File: src/rtl/long_latency_scoreboard.sv
// Long-latency scoreboard: tracks destination registers of in-flight
// multi-cycle ops (slow loads, mul/div) from issue until writeback and
// stalls ID on RAW/WAW hazards against them, so the EX/MEM and MEM/WB
// forwarding paths only ever see single-cycle producers.
module long_latency_scoreboard #(
  parameter int NREGS   = 32,
  parameter int AW      = 5,
  parameter int MAX_OUT = 4
) (
  input  logic             clk,
  input  logic             rst_n,
  input  logic             issue_valid,
  input  logic [AW-1:0]    issue_rs1,
  input  logic [AW-1:0]    issue_rs2,
  input  logic             issue_use_rs1,
  input  logic             issue_use_rs2,
  input  logic [AW-1:0]    issue_rd,
  input  logic             issue_reg_write,
  input  logic             issue_is_long,
  input  logic             flush,
  input  logic             wb_valid,
  input  logic [AW-1:0]    wb_rd,
  output logic             stall,
  output logic [NREGS-1:0] busy_mask,
  output logic [3:0]       outstanding,
  output logic             err_spurious_wb
);

  localparam logic [3:0] MaxOutC = 4'(MAX_OUT);

  logic [NREGS-1:0] busy_q, busy_d;
  logic [3:0]       out_q, out_d;
  logic             err_q, err_d;

  logic wb_nz;
  logic rd_nz;
  logic hz_rs1, hz_rs2, hz_rd;
  logic raw_stall, waw_stall, cap_stall;
  logic accept;
  logic set_ev, clr_ev;

  // Hazard detection; a register being written back this cycle is treated
  // as free because the WB-to-ID bypass supplies its value.
  always_comb begin
    wb_nz  = wb_valid && (wb_rd != '0);
    rd_nz  = issue_rd != '0;
    hz_rs1 = busy_q[issue_rs1] && !(wb_nz && (wb_rd == issue_rs1));
    hz_rs2 = busy_q[issue_rs2] && !(wb_nz && (wb_rd == issue_rs2));
    hz_rd  = busy_q[issue_rd]  && !(wb_nz && (wb_rd == issue_rd));

    raw_stall = (issue_use_rs1 && hz_rs1) || (issue_use_rs2 && hz_rs2);
    waw_stall = issue_reg_write && rd_nz && hz_rd;
    // A full table can still take a new long op when a writeback frees a
    // slot in the same cycle.
    cap_stall = issue_is_long && issue_reg_write && rd_nz &&
                (out_q == MaxOutC) && !wb_nz;

    stall  = issue_valid && !flush && (raw_stall || waw_stall || cap_stall);
    accept = issue_valid && !stall && !flush;
  end

  // Next-state for busy bits, in-flight count and the sticky error flag.
  always_comb begin
    set_ev = accept && issue_is_long && issue_reg_write && rd_nz;
    clr_ev = wb_nz && busy_q[wb_rd];

    busy_d = busy_q;
    if (clr_ev) busy_d[wb_rd] = 1'b0;
    // Set applied after clear so a same-register set/clear leaves it busy.
    if (set_ev) busy_d[issue_rd] = 1'b1;
    busy_d[0] = 1'b0;

    out_d = out_q;
    unique case ({set_ev, clr_ev})
      2'b10:   out_d = out_q + 4'd1;
      2'b01:   out_d = out_q - 4'd1;
      default: out_d = out_q;
    endcase

    err_d = err_q || (wb_valid && (!wb_nz || !busy_q[wb_rd]));
  end

  // State registers, cleared asynchronously so in-flight ops are forgotten.
  always_ff @(posedge clk or negedge rst_n) begin
    if (!rst_n) begin
      busy_q <= '0;
      out_q  <= '0;
      err_q  <= 1'b0;
    end else begin
      busy_q <= busy_d;
      out_q  <= out_d;
      err_q  <= err_d;
    end
  end

  assign busy_mask       = busy_q;
  assign outstanding     = out_q;
  assign err_spurious_wb = err_q;

endmodule

File: config.mk
export PLATFORM = sky130hd
export DESIGN_NAME = long_latency_scoreboard
export DESIGN_NICKNAME = d
export VERILOG_FILES = /design/src/rtl/long_latency_scoreboard.sv
export SDC_FILE = /design/constraint.sdc
export NUM_CORES = 1
export LEC_CHECK = 0
export CAP_MARGIN = 20
export CORE_MARGIN = 4
export CORE_UTILIZATION = 49
export DETAILED_ROUTE_END_ITERATION = 12
export PLACE_DENSITY = 0.86
export SLEW_MARGIN = 20
export SYNTH_ARGS = -nofsm -noshare
export SYNTH_HDL_FRONTEND = slang
export SYNTH_SLANG_ARGS = --single-unit
File: constraint.sdc
create_clock -name clk -period 4.61 [get_ports clk]
set_input_delay 0.6915 -clock clk [delete_from_list [all_inputs] [get_ports clk]]
set_output_delay 0.6915 -clock clk [all_outputs]
set_load 0.01 [all_outputs]
# [After elaboration in Yosys (flattened, before gate mapping)]
# Cells that the tools add are included.
[totals] reg_bits=36 in_bits=29 output_inout_bits=38 elab_cells=76
[classes] addsub=2 n_lt_le_gt_ge=6 n_eq_ne=6 n_mux=15 bitwise=3 n_reduce_logical=41
[op_table] operator="2-to-1 mux 32 bit" n=2
[op_table] operator="AND 32 bit" n=1
[op_table] operator="NOT 32 bit" n=1
[op_table] operator="OR 32 bit" n=1
[op_table] operator="logical AND 1 bit" n=26
[op_table] operator="< comparator 5 x 6 -> 1 bit (second input constant)" n=4
[op_table] operator="binary-select mux 1 bit (select 5 bit)" n=4
[op_table] operator="== test 5 bit" n=3
[op_table] operator="demux 1 bit (select 5 bit)" n=2
[op_table] operator=">= comparator 5 x 1 -> 1 bit (second input constant)" n=2
[op_table] operator="nonzero test 5 bit" n=2
[op_table] operator="one-hot mux 4 bit (2 select lines)" n=1
[op_table] operator="zero test 1 bit" n=7
[op_table] operator="2-to-1 mux 1 bit" n=6
[op_table] operator="logical OR 1 bit" n=5
[op_table] operator="adder 4 x 1 -> 4 bit (second input constant)" n=1
[op_table] operator="== test 4 x 3 -> 1 bit (second input constant)" n=1
[op_table] operator="subtractor 4 x 1 -> 4 bit (second input constant)" n=1
[op_table] operator="== test 2 x 1 -> 1 bit (second input constant)" n=1
[op_table] operator="== test 2 bit (second input constant)" n=1
[op_table] operator="nonzero test 2 bit" n=1

# [Logic depth before layout (Yosys ltp)]
# Gate-level depths: netlist (run 1).
[logic_depth] word_depth=18 mapped_depth=16 ltp_nobuf=13

# [Worst setup path before layout (run 1)]
# Ideal clock, no wire load.
[synth_timing] path_type="in2reg" start="in issue_rd[3]" end="reg out_q[3] (netlist: outstanding[3])" setup_time_ns=0.126 t_arrival_ns=3.537 required_time_ns=4.484 setup_slack_ns=0.947 path_stages=15 path_buffers=2 cell_sequence="buf_6 -> or3b_1 -> buf_4 -> o22ai_1 -> or4_4 -> o31ai_2 -> o22ai_2 -> or3b_1 -> ha_1 -> ha_1 -> a21o_1 -> a21oi_1 -> xnor2_1 -> nor2_1 -> xor2_1"
[synth_between] elab_chain_len=16 elab_cells_between_ends=25
[synth_lines] element="start, declared" line_no="17" source="input logic [AW-1:0] issue_rd,"
[synth_lines] element="branches (longest 13 deep; another with binary-select mux 1 bit (select 5 bit))"
[synth_lines] element="logical AND 1 bit *" line_no="64" source="set_ev = accept && issue_is_long && issue_reg_write && rd_nz;"
[synth_lines] element="== test 2 x 1 -> 1 bit or == test 2 bit (tied branches)" line_no="74" source="unique case ({set_ev, clr_ev})"
[synth_lines] element="one-hot mux 4 bit (2 select lines) or nonzero test 2 bit (tied branches)"
[synth_lines] element="end signal, assigned" line_no="91" source="out_q <= out_d;"
[synth_lines] element="end, declared" line_no="32" source="logic [3:0] out_q, out_d;"
# Every way passes the cells marked *. The select of a mux whose other input is x is not followed.
# A chain may end at the register's enable or synchronous reset.

# [Worst setup path after layout (run 1)]
[layout_timing] start="in issue_rd[0]" end="out stall"
[layout_between] elab_chain_len=8 elab_cells_between_ends=15
[layout_lines] element="branches (longest 6 deep; another with binary-select mux 1 bit (select 5 bit))"
[layout_lines] element="logical OR 1 bit *" line_no="58" source="stall = issue_valid && !flush && (raw_stall || waw_stall || cap_stall);"
[layout_lines] element="logical AND 1 bit *" line_no="58"
[layout_lines] element="end, declared" line_no="23" source="output logic stall,"
# Marks and branches as above.

==> flow_summary_export.csv, run 1 <==
group,metric,value,unit
power_and_ir_drop,p_clk_share,26.0,%
layout,stdcell_area,4180,µm²
synthesis,synthFlopType,"dfrtp_1",
power_and_ir_drop,switching_share,34.8,%
placement,dp_slack,125,ps
synthesis,netlist_instances,377,
clocking,clock_latency,290,ps
clocking,htreeDepth,2,
grt,grt_pass1_vias,3333,
sta,skew,10.2,ps
sta,period_needed,4410,ps
worst_setup_path,cp_cell_sequence,"clkdlybuf4s50_1 > mux2i_1 > o22ai_1 > or4_4 > o31ai_2 > o22ai_2 > buf_4 > o21a_1 > clkdlybuf4s50_1",
layout,finalNonFillerCells,507,
floorplan,die_w,91.0,µm
clocking,clock_path_buffers,2,
sta,slew_headroom,62.9,%
worst_setup_path,critPathLaunchType,"input pin",
synthesis,synth_fp_nets,410,
worst_setup_path,required,3920,ps
sta,fmax,0.227,GHz
synthesis,syn_avg_cell_area,8.94,µm²
sta,tightest_slew,555,ps
sta,whs,459,ps
clocking,cts_hold_buf,0,
synthesis,ys_top_cells_by_area,"dfrtp_1 (27%), mux4_2 (12%), mux2i_1 (8.6%)",
worst_setup_path,crit_family,"buffers and inverters",
sta,finalSetupViolCount,0,
worst_setup_path,crit_slowest_cell,"clkdlybuf4s50_1",
placement,placed_cells,499,
synthesis,ys_seq_elements,36,
synthesis,yosysTopAreaCellShare,26.7,%
worst_setup_path,path_class,"in -> out",
clocking,cts_buffers,5,
grt,gr-total-overflow,0,
layout,layout-area-overhead-vs-synth,24.1,%
power_and_ir_drop,p_leak,1.58,nW
synthesis,synth_edf_count,0,
flow_run,max-cap-violations,0,
clocking,cts_root_buffer,"clkbuf_8",
layout,drive_gt1_share,14.0,%
sta,worst_slack,197,ps
synthesis,ys_types,47,
floorplan,die_h,91.0,µm
grt,grt_pass1_wl,18.6,mm
detailed_routing,drt-total-wl,11.7,mm
layout,antenna_cells,0,
floorplan,io_pins,67,
power_and_ir_drop,power.density,258,nW/µm²
layout,nNetsFinal,462,
sta,final_hold_viol_count,0,
placement,port_buffers,65,
clocking,clk_pin_slew_worst_paths,70,ps
clocking,tritoncts,"yes",
outcome,status,"completed",
worst_setup_path,crit_fanout,32,
synthesis,synth_seq_area_share,26.7,%
grt,grt_use_total,28.4,%
worst_setup_path,slowest_delay,780,ps
floorplan,start_util,51.6,%
sta,rsz0062_at_grt,"no",
sta,fin_crit_sh,95.7,%
synthesis,yosysWarnings,0,
worst_setup_path,cpMostUsedCell,"clkdlybuf4s50_1",
detailed_routing,viasPerCell,6.70,
power_and_ir_drop,share_comb_of_total_power,35.9,%
sta,slew_viol_final,0,
power_and_ir_drop,p_int,703,µW
grt,grt_start_max_net_pins,37,
layout,seqCellArea,901,µm²
sta,tns,0,ps
layout,final_util,64.1,%
grt,antenna_found_initial,0,
worst_setup_path,r2r_slack,1220,ps
detailed_routing,antenna_left,0,
worst_setup_path,crit_buf_inv,3,
detailed_routing,dr.pass1.iters,5,
worst_setup_path,endpoint_kind,"output port",
clocking,cts.sinks,36,
layout,multi_input_area,2250,µm²
clocking,ctsResizeCount,0,
layout,n_fill_cell,560,
power_and_ir_drop,peakVddDrop,0.268,mV
detailed_routing,drtIter0Drc,491,
detailed_routing,vias,3397,
placement,gp_congestion,0.984,
floorplan,coreArea,6530,µm²
synthesis,syn-cell-area,3370,µm²
detailed_routing,wire_per_inst,23.2,µm
worst_setup_path,crit_arrival,3720,ps
worst_hold_path,min_path_type,"reg -> reg",
floorplan,num_rows,29,
synthesis,yosysTopAreaCell,"dfrtp_1",
clocking,post_cts_buffers,0,
synthesis,async_reset_ff_share,100,%
power_and_ir_drop,p_sw,375,µW
placement,place_area,4080,µm²
power_and_ir_drop,total_power,1.08,mW
detailed_routing,drc_errors,0,
floorplan,die-area,8270,µm²
placement,hpwlAfterDp,8.26,mm
power_and_ir_drop,p_seq_share,38.1,%
-- path summary, 6_finish.rpt --
path,startpoint,endpoint,cells after the start
min in group asynchronous,rst_n,busy_mask[8],2
max in group asynchronous,rst_n,busy_mask[12],2
worst max register to register,busy_mask[25],outstanding[3],13
worst min register to register,err_spurious_wb,err_spurious_wb,1
worst min-delay path,err_spurious_wb,err_spurious_wb,1
worst max-delay path,issue_rd[0],stall,9
-- synth_stat cells, types with 9 or more instances --
cell,n
nand2b_1,12
mux2i_1,29
nand2_1,38
mux4_2,18
inv_1,9
xor2_1,13
o21ai_1,24
o21ai_0,12
dfrtp_1,36
o31ai_1,30
nor3_1,38
buf_2,24
-- power groups by stage --
stage	sequential [mW]	combinational, mW	clock, mW
CTS	0.408	0.387	0.282
detailed placement	0.412	0.386	0
finish	0.411	0.387	0.280
global route	0.413	0.421	0.297
global placement	0.415	0.374	0
floorplan	0.408	0.209	0
-- registers in the layout (all words and copies together) (netlist names) --
signal and flops:
busy_mask 31, outstanding 4, err_spurious_wb 1
-- logic make-up (layout without fill, tap and decap cells) --
family / after synthesis / after routing / share of synthesized area, %
other: 1 / 1 / 0.111
adders and majority gates: 4 / 4 / 1.71
DFF: 36 / 36 / 26.7
AOI/OAI and AO/OA: 92 / 92 / 18.3
buffers and inverters: 48 / 101 / 7.09
and+or+nand+nor: 127 / 127 / 19.5
xor gates and xnor gates: 19 / 19 / 4.94
muxes: 50 / 50 / 21.6
-- placed cells by master, fill, tap and decap left out, types with 2 or more instances in the layout --
master	count
clkdlybuf4s50_1	65
or2_2	3
buf_4	19
mux2i_1	29
ha_1	3
nand2_1	38
a21o_1	3
o22ai_1	6
nand3b_1	7
nand4_1	4
mux2_2	3
nor2_1	7
nand3_1	5
or3b_2	3
xor2_1	13
xnor2_1	6
nor2b_1	3
nand2b_1	12
mux4_2	18
a221oi_1	2
nor3_1	38
dfrtp_1	36
a31oi_1	3
or3_1	2
o21a_1	2
o21ai_0	12
o31ai_1	30
o21ai_1	23
inv_1	9
clkbuf_8	5
or3b_1	3
-- worst reg2reg max path, delay by kind of cell (launching register included) --
| kind | cells | cell delay [ps] |
|---|---|---|
| AND/OR/NAND/NOR | 3 | 960 |
| multiplexers | 1 | 180 |
| XOR/XNOR | 2 | 270 |
| adder cells (fa/ha/maj) | 2 | 500 |
| AO/OA/AOI/OAI | 5 | 850 |
| flip-flops | 1 | 500 |
-- per-layer routing --
metal	vias up	GRT usage, %	share of wire, %
met1	1582	38.1	40
met4	0	10.3	3.6
met2	257	44.3	45
li1	1509	-	-
met3	49	7.44	12
met5	-	0	0
-- area by class of cell --
cell class | instances | share of cell area, %
clock inverters | 2 | 0.837
flip-flops and latches | 36 | 21.5
well taps | 77 | 2.30
inverters | 9 | 0.807
clock buffers | 6 | 1.73
multi-input cells | 293 | 53.8
repair buffers | 84 | 19.0
No activity file was read; power rests on OpenSTA's default activity.
==> inputs of run 2 (changes only) <==
--- a/config.mk
+++ b/config.mk
@@ -8,7 +8,9 @@
 export CAP_MARGIN = 20
 export CORE_MARGIN = 4
 export CORE_UTILIZATION = 49
+export CTS_CLUSTER_SIZE = 16
 export DETAILED_ROUTE_END_ITERATION = 12
+export MAX_ROUTING_LAYER = met4
 export PLACE_DENSITY = 0.86
 export SLEW_MARGIN = 20
 export SYNTH_ARGS = -nofsm -noshare
==> run 2 against run 1 <==
Net effect: final cell count grew 0.39%; maximum frequency increased by 1.5%; total power decreased by 3.7%; core utilization down 0.077 points; clock power shrank 15%; sequential cell count is the same; combinational power is essentially flat; wire length increased by 3.1%; setup slack better by 64 ps; global-route usage grew 2.6 points; final area decreased by 0.12%; register-to-register slack got worse by 50 ps.
==> flow_summary_export.csv, run 2 (synthesized netlist as in run 1, its figures left out) <==
group,metric,value,unit
outcome,status,"completed",
floorplan,start_util,51.6,%
clocking,htreeDepth,2,
placement,port_buffers,65,
sta,finalSetupViolCount,0,
clocking,cts_hold_buf,0,
detailed_routing,drc_errors,0,
layout,layout-area-overhead-vs-synth,23.9,%
worst_setup_path,crit_fanout,32,
clocking,cts_buffers,5,
floorplan,coreArea,6530,µm²
power_and_ir_drop,p_sw,389,µW
power_and_ir_drop,p_clk_share,22.8,%
sta,rsz0062_at_grt,"no",
detailed_routing,wire_per_inst,23.8,µm
power_and_ir_drop,power.density,248,nW/µm²
clocking,post_cts_buffers,0,
power_and_ir_drop,share_comb_of_total_power,37.5,%
grt,grt_use_total,31.0,%
grt,antenna_found_initial,0,
floorplan,die_w,91.0,µm
grt,grt_pass1_vias,3447,
floorplan,die_h,91.0,µm
clocking,cts.sinks,36,
sta,fmax,0.230,GHz
layout,largest_reg_flops,31,
grt,grt_pass1_wl,19.6,mm
layout,drive_gt1_share,14.6,%
sta,fin_crit_sh,94.3,%
floorplan,io_pins,67,
detailed_routing,dr.pass1.iters,5,
worst_setup_path,required,3920,ps
worst_setup_path,crit_arrival,3660,ps
floorplan,num_rows,29,
clocking,tritoncts,"yes",
layout,nNetsFinal,464,
sta,period_needed,4350,ps
placement,place_area,4090,µm²
placement,hpwlAfterDp,8.51,mm
power_and_ir_drop,peakVddDrop,0.213,mV
clocking,clock_path_buffers,2,
layout,antenna_cells,0,
clocking,cts_root_buffer,"clkbuf_8",
power_and_ir_drop,switching_share,37.5,%
worst_setup_path,path_class,"in -> out",
worst_setup_path,endpoint_kind,"output port",
power_and_ir_drop,p_leak,1.59,nW
clocking,ctsResizeCount,0,
layout,final_common_cell,"clkdlybuf4s50_1",
layout,final_cell_mix,"clkdlybuf4s50_1 (65), nand2_1 (38), nor3_1 (38)",
clocking,clk_pin_slew_worst_paths,90,ps
sta,tightest_slew,581,ps
layout,stdcell_area,4180,µm²
clocking,clock_latency,300,ps
detailed_routing,drtIter0Drc,501,
floorplan,die-area,8270,µm²
power_and_ir_drop,p_seq_share,39.6,%
sta,slew_viol_final,0,
sta,slew_headroom,61.2,%
sta,final_hold_viol_count,0,
detailed_routing,vias,3466,
detailed_routing,viasPerCell,6.81,
grt,grt_start_max_net_pins,37,
sta,tns,0,ps
sta,skew,17.7,ps
grt,gr-total-overflow,0,
power_and_ir_drop,p_int,649,µW
worst_hold_path,min_path_type,"reg -> reg",
detailed_routing,drt-total-wl,12.1,mm
placement,gp_congestion,0.983,
flow_run,max-cap-violations,0,
worst_setup_path,critPathLaunchType,"input pin",
detailed_routing,antenna_left,0,
-- run 2: metal layers --
layer,global-route usage [%],vias up,part of all wire (%)
li1,-,1517,-
met1,42.5,1600,41
met2,44.1,293,42
met3,7.52,56,13
met4,12.3,0,4.1
met5,-,-,0
-- run 2: power by group through the flow --
stage                     clock [mW]  sequential [mW]  combinational (mW)
after floorplan                    0            0.408               0.209
after global placement             0            0.413               0.376
after detailed placement           0            0.413               0.386
after CTS                      0.237            0.408               0.388
after global routing           0.252            0.416               0.422
final                          0.237            0.411               0.390
-- run 2: path summary, 6_finish.rpt --
kind,slack [ps],cells after the start,endpoint,startpoint
max reg2reg,1170,13,outstanding[3],busy_mask[4]
max in group asynchronous,3460,2,outstanding[1],rst_n
min,460,1,err_spurious_wb,err_spurious_wb
max,260,9,stall,issue_rd[0]
min reg2reg,460,1,err_spurious_wb,err_spurious_wb
min in group asynchronous,810,2,busy_mask[14],rst_n
-- run 2: area by class of cell --
class | instances | area [µm²]
Fill cell | 567 | 2350
Multi-Input combinational cell | 293 | 2250
Sequential cell | 36 | 901
Timing Repair Buffer | 86 | 808
Tap cell | 77 | 96.3
Clock buffer | 5 | 68.8
Inverter | 9 | 33.8
Clock inverter | 3 | 18.8
-- run 2: critical path, cell delays in order --
cell             delay (ps)
clkdlybuf4s50_1         740
mux2i_1                 240
o22ai_1                 110
or4_4                   520
o31ai_2                 280
o22ai_2                 110
buf_4                   260
o21a_1                  220
clkdlybuf4s50_1         470
-- run 2: stage by stage --
stage / hold slack [ps] / setup WS, ps / instances / power [mW] / util (%)
6_report: 465 / 261 / 509 / 1.04 / 64.0
2_1_floorplan: 396 / 947 / 377 / 0.617 / -
3_3_place_gp: 441 / 267 / 501 / 0.790 / 62.6
4_1_cts: 468 / 282 / 509 / 1.03 / 64.0
5_1_grt: 499 / 153 / 509 / 1.09 / 64.0
3_5_place_dp: 449 / 177 / 501 / 0.800 / 62.6
